==> src/rtl/zero_line_page_compressor.sv <==
// Zero-line elision page compressor: scans a page to build a nonzero-line bitmap,
// emits a header line, then re-reads the page and forwards only nonzero lines.
module zero_line_page_compressor #(
  parameter int unsigned FIFO_PTR_WIDTH = 6,
  parameter int unsigned DATA_WIDTH     = 512,
  parameter int unsigned NUM_LINES      = 64,
  parameter int unsigned MAX_NZ_LINES   = 62,
  parameter int unsigned SIZE_WIDTH     = 14
) (
  input  logic                      clk_i,
  input  logic                      rst_i,
  input  logic                      comp_start,
  output logic [SIZE_WIDTH-1:0]     comp_size,
  output logic [FIFO_PTR_WIDTH-1:0] rdfifo_rdptr,
  output logic                      ld_rdfifo_rdptr,
  input  logic                      rdfifo_empty,
  output logic                      rd_req,
  input  logic [DATA_WIDTH-1:0]     rd_data,
  input  logic [1:0]                rd_rresp,
  input  logic                      rd_valid,
  input  logic                      wrfifo_full,
  output logic                      wr_req,
  output logic [DATA_WIDTH-1:0]     wr_data,
  output logic                      incompressible,
  output logic                      comp_done,
  output logic                      rd_err,
  output logic [2:0]                dbg_state
);

  localparam int unsigned CNT_W      = FIFO_PTR_WIDTH + 1;
  localparam int unsigned LINE_BYTES = DATA_WIDTH / 8;
  localparam int unsigned PAGE_BYTES = NUM_LINES * LINE_BYTES;

  localparam logic [CNT_W-1:0]      LAST_IDX  = CNT_W'(NUM_LINES - 1);
  localparam logic [CNT_W-1:0]      END_IDX   = CNT_W'(NUM_LINES);
  localparam logic [CNT_W-1:0]      MAX_NZ    = CNT_W'(MAX_NZ_LINES);
  localparam logic [SIZE_WIDTH-1:0] PAGE_SIZE = SIZE_WIDTH'(PAGE_BYTES);

  typedef enum logic [2:0] {
    ST_IDLE  = 3'd0,
    ST_LOAD1 = 3'd1,
    ST_SCAN  = 3'd2,
    ST_HDR   = 3'd3,
    ST_LOAD2 = 3'd4,
    ST_COPY  = 3'd5,
    ST_DONE  = 3'd6
  } state_t;

  state_t                    state_q, state_d;
  logic [NUM_LINES-1:0]      bitmap_q;
  logic [CNT_W-1:0]          nz_cnt_q;
  logic [CNT_W-1:0]          idx_q;
  logic [DATA_WIDTH-1:0]     hold_q;
  logic                      hold_valid_q;

  logic                      beat_c;
  logic                      line_nz_c;
  logic                      beat_err_c;
  logic                      enter_done_c;
  logic                      done_incomp_c;
  logic                      set_err_c;
  logic [CNT_W-1:0]          nz_inc_c;
  logic [CNT_W-1:0]          idx_inc_c;
  logic [FIFO_PTR_WIDTH-1:0] idx_ptr_c;
  logic [DATA_WIDTH-1:0]     hdr_c;
  logic [SIZE_WIDTH-1:0]     ok_size_c;

  assign rdfifo_rdptr = '0;
  assign dbg_state    = state_q;

  // Per-beat arithmetic shared by both passes
  always_comb begin
    line_nz_c  = |rd_data;
    beat_err_c = (rd_rresp != 2'b00);
    nz_inc_c   = nz_cnt_q + CNT_W'(line_nz_c);
    idx_inc_c  = (idx_q == END_IDX) ? idx_q : idx_q + CNT_W'(1);
    idx_ptr_c  = FIFO_PTR_WIDTH'(idx_q);
    ok_size_c  = SIZE_WIDTH'((32'(nz_cnt_q) + 32'd1) * 32'(LINE_BYTES));
    hdr_c                      = '0;
    hdr_c[NUM_LINES-1:0]       = bitmap_q;
    hdr_c[NUM_LINES +: CNT_W]  = nz_cnt_q;
  end

  // Next-state and handshake decode
  always_comb begin
    state_d         = state_q;
    rd_req          = 1'b0;
    wr_req          = 1'b0;
    wr_data         = '0;
    ld_rdfifo_rdptr = 1'b0;
    comp_done       = 1'b0;
    beat_c          = 1'b0;
    enter_done_c    = 1'b0;
    done_incomp_c   = 1'b0;
    set_err_c       = 1'b0;
    case (state_q)
      ST_IDLE: begin
        if (comp_start) state_d = ST_LOAD1;
      end
      ST_LOAD1: begin
        ld_rdfifo_rdptr = 1'b1;
        state_d         = ST_SCAN;
      end
      ST_SCAN: begin
        rd_req = !rdfifo_empty;
        beat_c = rd_req && rd_valid;
        if (beat_c) begin
          if (beat_err_c) begin
            set_err_c     = 1'b1;
            enter_done_c  = 1'b1;
            done_incomp_c = 1'b1;
            state_d       = ST_DONE;
          end else if (idx_q == LAST_IDX) begin
            if (nz_inc_c > MAX_NZ) begin
              enter_done_c  = 1'b1;
              done_incomp_c = 1'b1;
              state_d       = ST_DONE;
            end else begin
              state_d = ST_HDR;
            end
          end
        end
      end
      ST_HDR: begin
        wr_req  = !wrfifo_full;
        wr_data = hdr_c;
        if (wr_req) state_d = ST_LOAD2;
      end
      ST_LOAD2: begin
        ld_rdfifo_rdptr = 1'b1;
        state_d         = ST_COPY;
      end
      ST_COPY: begin
        // Reads stop once the page is exhausted so a deeper FIFO is never over-read
        rd_req  = !rdfifo_empty && !hold_valid_q && (idx_q != END_IDX);
        beat_c  = rd_req && rd_valid;
        wr_req  = hold_valid_q && !wrfifo_full;
        wr_data = hold_q;
        if (beat_c && beat_err_c) begin
          set_err_c     = 1'b1;
          enter_done_c  = 1'b1;
          done_incomp_c = 1'b1;
          state_d       = ST_DONE;
        end else if (idx_q == END_IDX && !hold_valid_q) begin
          enter_done_c = 1'b1;
          state_d      = ST_DONE;
        end
      end
      ST_DONE: begin
        comp_done = 1'b1;
        state_d   = ST_IDLE;
      end
      default: state_d = ST_IDLE;
    endcase
  end

  // State, datapath and result registers
  always_ff @(posedge clk_i) begin
    if (rst_i) begin
      state_q        <= ST_IDLE;
      bitmap_q       <= '0;
      nz_cnt_q       <= '0;
      idx_q          <= '0;
      hold_q         <= '0;
      hold_valid_q   <= 1'b0;
      incompressible <= 1'b0;
      rd_err         <= 1'b0;
      comp_size      <= '0;
    end else begin
      state_q <= state_d;
      case (state_q)
        ST_IDLE: begin
          if (comp_start) begin
            bitmap_q       <= '0;
            nz_cnt_q       <= '0;
            idx_q          <= '0;
            hold_valid_q   <= 1'b0;
            incompressible <= 1'b0;
            rd_err         <= 1'b0;
            comp_size      <= '0;
          end
        end
        ST_SCAN: begin
          if (beat_c && !beat_err_c) begin
            bitmap_q[idx_ptr_c] <= line_nz_c;
            nz_cnt_q            <= nz_inc_c;
            idx_q               <= idx_inc_c;
          end
        end
        ST_LOAD2: idx_q <= '0;
        ST_COPY: begin
          // The SCAN bitmap decides which lines survive; COPY data is not rechecked
          if (beat_c && !beat_err_c) begin
            if (bitmap_q[idx_ptr_c]) begin
              hold_q       <= rd_data;
              hold_valid_q <= 1'b1;
            end
            idx_q <= idx_inc_c;
          end
          if (wr_req) hold_valid_q <= 1'b0;
        end
        default: ;
      endcase
      if (enter_done_c) begin
        incompressible <= done_incomp_c;
        comp_size      <= done_incomp_c ? PAGE_SIZE : ok_size_c;
        if (set_err_c) rd_err <= 1'b1;
      end
    end
  end

endmodule
==> config.mk <==
export PLATFORM = sky130hd
export DESIGN_NAME = zero_line_page_compressor
export DESIGN_NICKNAME = d
export VERILOG_FILES = /design/src/rtl/zero_line_page_compressor.sv
export SDC_FILE = /design/constraint.sdc
export NUM_CORES = 2
export LEC_CHECK = 0
export CAP_MARGIN = 20
export CORE_AREA = 2 2 419 421
export CTS_BUF_LIST = sky130_fd_sc_hd__clkbuf_4
export CTS_CLUSTER_DIAMETER = 60
export DETAILED_ROUTE_END_ITERATION = 10
export DIE_AREA = 0 0 421 423
export GPL_TIMING_DRIVEN = 0
export HOLD_SLACK_MARGIN = 0.05
export PLACE_DENSITY = 0.42
export SLEW_MARGIN = 10
export SYNTH_ARGS = -nofsm -noshare
export SYNTH_HDL_FRONTEND = slang
export SYNTH_SLANG_ARGS = --single-unit
==> constraint.sdc <==
create_clock -name clk_i -period 8.9 [get_ports clk_i]
set_input_delay 1.335 -clock clk_i [delete_from_list [all_inputs] [get_ports clk_i]]
set_output_delay 1.335 -clock clk_i [all_outputs]
set_load 0.1 [all_outputs]
-- Word level (Yosys, flattened, before mapping)
Index checks and enable logic that the tools add are counted.
- register bits: 610
- input bits: 520
- output and inout bits: 541
- logic and storage cells: 119
- $add $sub $neg: 3
- order comparisons: 3
- equal/unequal tests: 19
- muxes and demuxes: 56
- reductions and logical operators: 29
- operators by type and width (kind ; count):
    512-bit one-hot mux with 2 select lines ; 1
    512-bit OR reduction ; 1
    64-bit 2-to-1 mux ; 2
    64-bit one-hot mux with 2 select lines ; 1
    64-bit bitwise mux ; 1
    14-bit 2-to-1 mux ; 4
    7-bit 2-to-1 mux ; 4
    3-bit 2-to-1 mux ; 8
    1-bit 2-to-1 mux ; 23
    7-bit one-hot mux with 3 select lines ; 1
    3-bit one-hot mux with 6 select lines ; 1
    1-bit one-hot mux with 2 select lines ; 7
    7-bit one-hot mux with 2 select lines ; 1
    3-bit != test, second input constant ; 4
    2-bit != test, second input constant ; 5
    2-bit nonzero test ; 5
    3-bit equality test, second input constant ; 3
    1-bit logical AND ; 9
    7-bit by 1-bit adder with 8-bit output, second input constant ; 1
    4-bit AND reduction ; 2
    7-bit by 1-bit adder with 7-bit output ; 1
    7-bit by 1-bit adder with 7-bit output, second input constant ; 1
    7-bit by 6-bit equality test with 1-bit output, second input constant ; 1
    7-bit equality test, second input constant ; 1
    16 further kinds ; 22

-- Longest topological paths before layout
- depth after elaboration: 10
- depth in mapped cells: 15
- gate-level depth less buffers: 13

-- Worst setup path after synthesis
OpenSTA, ideal clock, no wires.
- kind: flip-flop to output port
- start point: reg state_q[2] (netlist: dbg_state[2])
- end point: out wr_req
- data arrival time: 3.676 ns
- required time: 7.565 ns
- setup slack: 3.889 ns
- cell stages (with the launch flop): 9
- path buffers: 4
- path through: dfxtp_1 -> clkbuf_1 -> clkbuf_1 -> nand2_1 -> nor2_1 -> clkbuf_1 -> clkbuf_1 -> a21oi_1 -> nor2_1
- longest elaborated chain between the ends: 2
- elaborated cells on any way between the ends: 3
- those cells by class: eq/ne: 2; mux: 1
- RTL lines (item ; RTL line ; source):
    start: declaration ; 49 ; state_t state_q, state_d;
    start signal: assignment ; 170 ; state_q <= state_d;
    3-bit equality test / 3-bit by 2-bit equality test with 1-bit output (equally long branches) ; 96 ; case (state_q)
    1-bit one-hot mux with 2 select lines * ; 96 ;
    end: declaration ; 22 ; output logic wr_req,
Every way passes the cells marked *; elsewhere a longest branch is shown, timed or not.

-- Final worst setup path
- start point: in rd_data[390]
- end point: reg comp_size[10]
- longest elaborated chain between the ends: 10
- elaborated cells on any way between the ends: 14
- those cells by class: add/sub: 1; order compare: 1; mux: 8; reduce/logical: 4
- RTL lines (item ; RTL line ; source):
    start: declaration ; 18 ; input logic [DATA_WIDTH-1:0] rd_data,
    512-bit OR reduction * ; 73 ; line_nz_c = |rd_data;
    7-bit by 1-bit adder with 7-bit output * ; 75 ; nz_inc_c = nz_cnt_q + CNT_W'(line_nz_c);
    7-bit by 6-bit greater-than comparator with 1-bit output * ; 114 ; if (nz_inc_c > MAX_NZ) begin
    1-bit 2-to-1 mux * ; 114 ;
    1-bit 2-to-1 mux * ; 113 ; end else if (idx_q == LAST_IDX) begin
    1-bit 2-to-1 mux * ; 108 ; if (beat_err_c) begin
    1-bit 2-to-1 mux * ; 107 ; if (beat_c) begin
    1-bit one-hot mux with 2 select lines ; 96 ;
    14-bit 2-to-1 mux / 2-bit nonzero test (equally long branches) ; - ;
    14-bit 2-to-1 mux / 2-bit AND reduction (equally long branches) ; - ;
    end signal: assignment ; 206 ; comp_size <= done_incomp_c ? PAGE_SIZE : ok_size_c;
    end: declaration ; 13 ; output logic [SIZE_WIDTH-1:0] comp_size,
Marks and branches as above.
A chain may end at the register's enable or synchronous reset.

==> metrics <==
Post-layout nets=5395; Worst Setup Slack post-DPL=0.147 ns; number of enable-type register cells in the synthesized netlist=0; wire length of the first global-routing pass=281000 µm; hold slack=0.467 ns; number of buffers inserted by port buffering=1047; aggregate global routing overflow=0; proportion of synthesized flip-flops having asynchronous set or reset=0%; post-CTS sizing=0; floorplan die area=0.178 mm²; worst setup path start=rd_data[390]; data arrival time of the worst path=8.49 ns; DRC viols=0; number of instances in the synthesized netlist=3551; final core utilization=28.9%; site row count=153; number of top-level pins=1061; class of the tightest hold or removal check=reg -> reg; Layout Cells excl Fill=7346; clock tree from TritonCTS=done; minimum period implied by the final worst setup slack=7.47 ns; setup fix buffers added after clock tree synthesis=0; largest stage delay on the critical path=0.91 ns; Die X-Extent=421 µm; starting density of the core=19.0%; final worst slack=1.43 ns; Design Power=6.59 mW; FF+latch count, synth=604; RSZ-0062 raised after global routing=false; vias in the first global route=32900; slew at the pin closest to its max-slew limit=1.26 ns; area added between synthesis and finish=52.1%; clock tree root driver cell=clkbuf_4; residual antenna-violating net count after detailed routing=0; maximum level of the CTS H-tree=4; Max-cap violations=0; critical path's slowest cell=o32ai_1; ratio of cells with drive above 1 in the final layout=9.57%; area after detailed placement=0.0476 mm²; setup tns final=0 ns; end of the critical path=comp_size[10]$_SDFFE_PP0P_; post-synthesis cell type count=68; run status=complete, no violations; area of the core=0.173 mm²; maximum clock frequency=0.134 GHz; Critical Path Most Common Cell=nand4_1; GRT Total Usage=22.6%; worst slew margin relative to its limit=15.2%; commonest register cell after synthesis=dfxtp_1; critical register-to-register path startpoint=dbg_state[2]$_SDFFE_PP0P_; count of placed standard cells including taps=7001; synthesized area per cell=9.26 µm²; gp weighted congestion=0.905; power per unit of standard cell area=132 mW/mm²; cell area after layout=0.0500 mm²; critical path class=in -> reg; clock sink count=604; endpoint required time on the critical path=9.92 ns; depth of the worst register-to-register path=8; die extent in y=423 µm; endpoint kind of the worst setup timing path=flip-flop; series of cell instances along the critical path=clkdlybuf4s50_1, nor4_1, nand4_1, nor4_1, nand4_1, nor2_1, clkbuf_1, clkbuf_1, inv_1, ha_1, ha_1, nand4_1, o32ai_1, a31o_2, a211oi_2, a22o_1; Routed WL per cell=28.6 µm; sequential share of the synthesized area=36.8%; worst flop-to-flop path endpoint=bitmap_q[42]$_SDFFE_PP0P_; Max FO, Critical Path=10; Synth Cell Area=0.0329 mm²; Worst Skew=0.0981 ns; DR pass1 iterations=6; final hold viol count=0; total number of vias=32900; clock tree buffer depth=3; routed wire length=210000 µm; Register-to-Register Setup Slack=5.33 ns; quantity of hold-fixing buffers added after cts=0; total CTS buffers=192; most frequent standard cell in the layout excluding fill and tap cells=clkdlybuf4s50_1; static leakage power=17.9 nW; antenna violations before repair=41; Synth warnings=0; Slew Viols, Final=0; highest-count cells in the layout ignoring fill and taps=clkdlybuf4s50_1, nand2b_1, dfxtp_1; maximum number of pins on one net before global-route repair=17; half-perimeter wire length after placement=170000 µm; Reg clk slew, reported paths=0.06 ns; Max IR drop VDD=0.115 mV; depth of the worst hold-timing path=2; clock latency reported for the late side of the worst-skew pair=1.19 ns; setup violation total in the final timing report=0; 1st-iter DRT viols=2221; crit share post-route=83.9%; detailed-route vias per instance=4.48; Critical Path Source Type=input port
==> area by class of cell <==
cell class / instances / area (µm²)
inverters: 9 / 33.8
clock buffers: 268 / 2010
plain buffers: 351 / 2220
repair buffers: 1114 / 11800
multi-input cells: 2598 / 18600
flip-flops and latches: 604 / 12100
well taps: 2325 / 2910
diodes: 37 / 92.6
fillers: 18500 / 123000
clock inverters: 40 / 270
==> synth_stat cells, drive strengths merged (34+ instances only) <==
master	instances	area (µm²)
a21oi	80	400
a22o	78	683
a311oi	67	587
and3	446	2790
buf	85	1210
clkbuf	266	998
dfxtp	604	12100
mux2i	518	5180
nand2b	1030	6440
nand4	35	219
nor2	34	128
nor4	138	863
==> worst min path at each step <==
stage | from | endpoint | slack [ns]
6_report | hold_q[168]$_SDFFE_PP0P_ | hold_q[168]$_SDFFE_PP0P_ | 0.47
5_1_grt | hold_q[219]$_SDFFE_PP0P_ | hold_q[219]$_SDFFE_PP0P_ | 0.48
4_1_cts | hold_q[340]$_SDFFE_PP0P_ | hold_q[340]$_SDFFE_PP0P_ | 0.47
3_5_place_dp | hold_q[261]$_SDFFE_PP0P_ | hold_q[261]$_SDFFE_PP0P_ | 0.46
3_3_place_gp | hold_q[373]$_SDFFE_PP0P_ | hold_q[373]$_SDFFE_PP0P_ | 0.45
2_1_floorplan | hold_q[460]$_SDFFE_PP0P_ | hold_q[460]$_SDFFE_PP0P_ | 0.44
==> registers in the layout, indices dropped and copies added, names as in the netlist <==
name,cells
dbg_state,3
idx_q,7
hold_q,512
nz_cnt_q,7
incompressible,1
bitmap_q,64
comp_size,8
rd_err,1
hold_valid_q,1
==> worst max-delay path, delay by kind of cell <==
| kind | cells | cell delay [ns] |
|---|---|---|
| buffers and inverters | 4 | 1.68 |
| and+or+nand+nor | 6 | 3.16 |
| adders and majority gates | 2 | 0.51 |
| AOI/OAI and AO/OA | 4 | 1.77 |
==> per-layer routing <==
layer	part of all wire (%)	wire, µm	GRT usage, %
met3	5.1	10800	4.67
met5	0.0038	8	0
met2	49	102000	38.5
met1	43	91000	28.3
met4	2.8	5970	7.04
==> cell families (layout without fill, tap and decap cells) <==
| group | Yosys count | after routing | share of synthesized area [%] |
|---|---|---|---|
| adder cells (fa/ha/maj) | 5 | 5 | 0.190 |
| multiplexers | 529 | 529 | 16.3 |
| AND/OR/NAND/NOR | 1757 | 1757 | 33.1 |
| other | 1 | 49 | 0.0114 |
| buffers and inverters | 360 | 1782 | 6.83 |
| flip-flops | 604 | 604 | 36.8 |
| AO/OA/AOI/OAI | 283 | 283 | 6.45 |
| XOR/XNOR | 12 | 12 | 0.320 |
==> power breakdown <==
group          switching (mW)  internal (mW)  leakage (nW)
logic                   0.641          0.384          11.7
registers             0.00715           2.71          4.86
clock network            1.40           1.45          1.37
total                    2.05           4.55          17.9
Note: power is estimated with default switching activity, not from simulation.
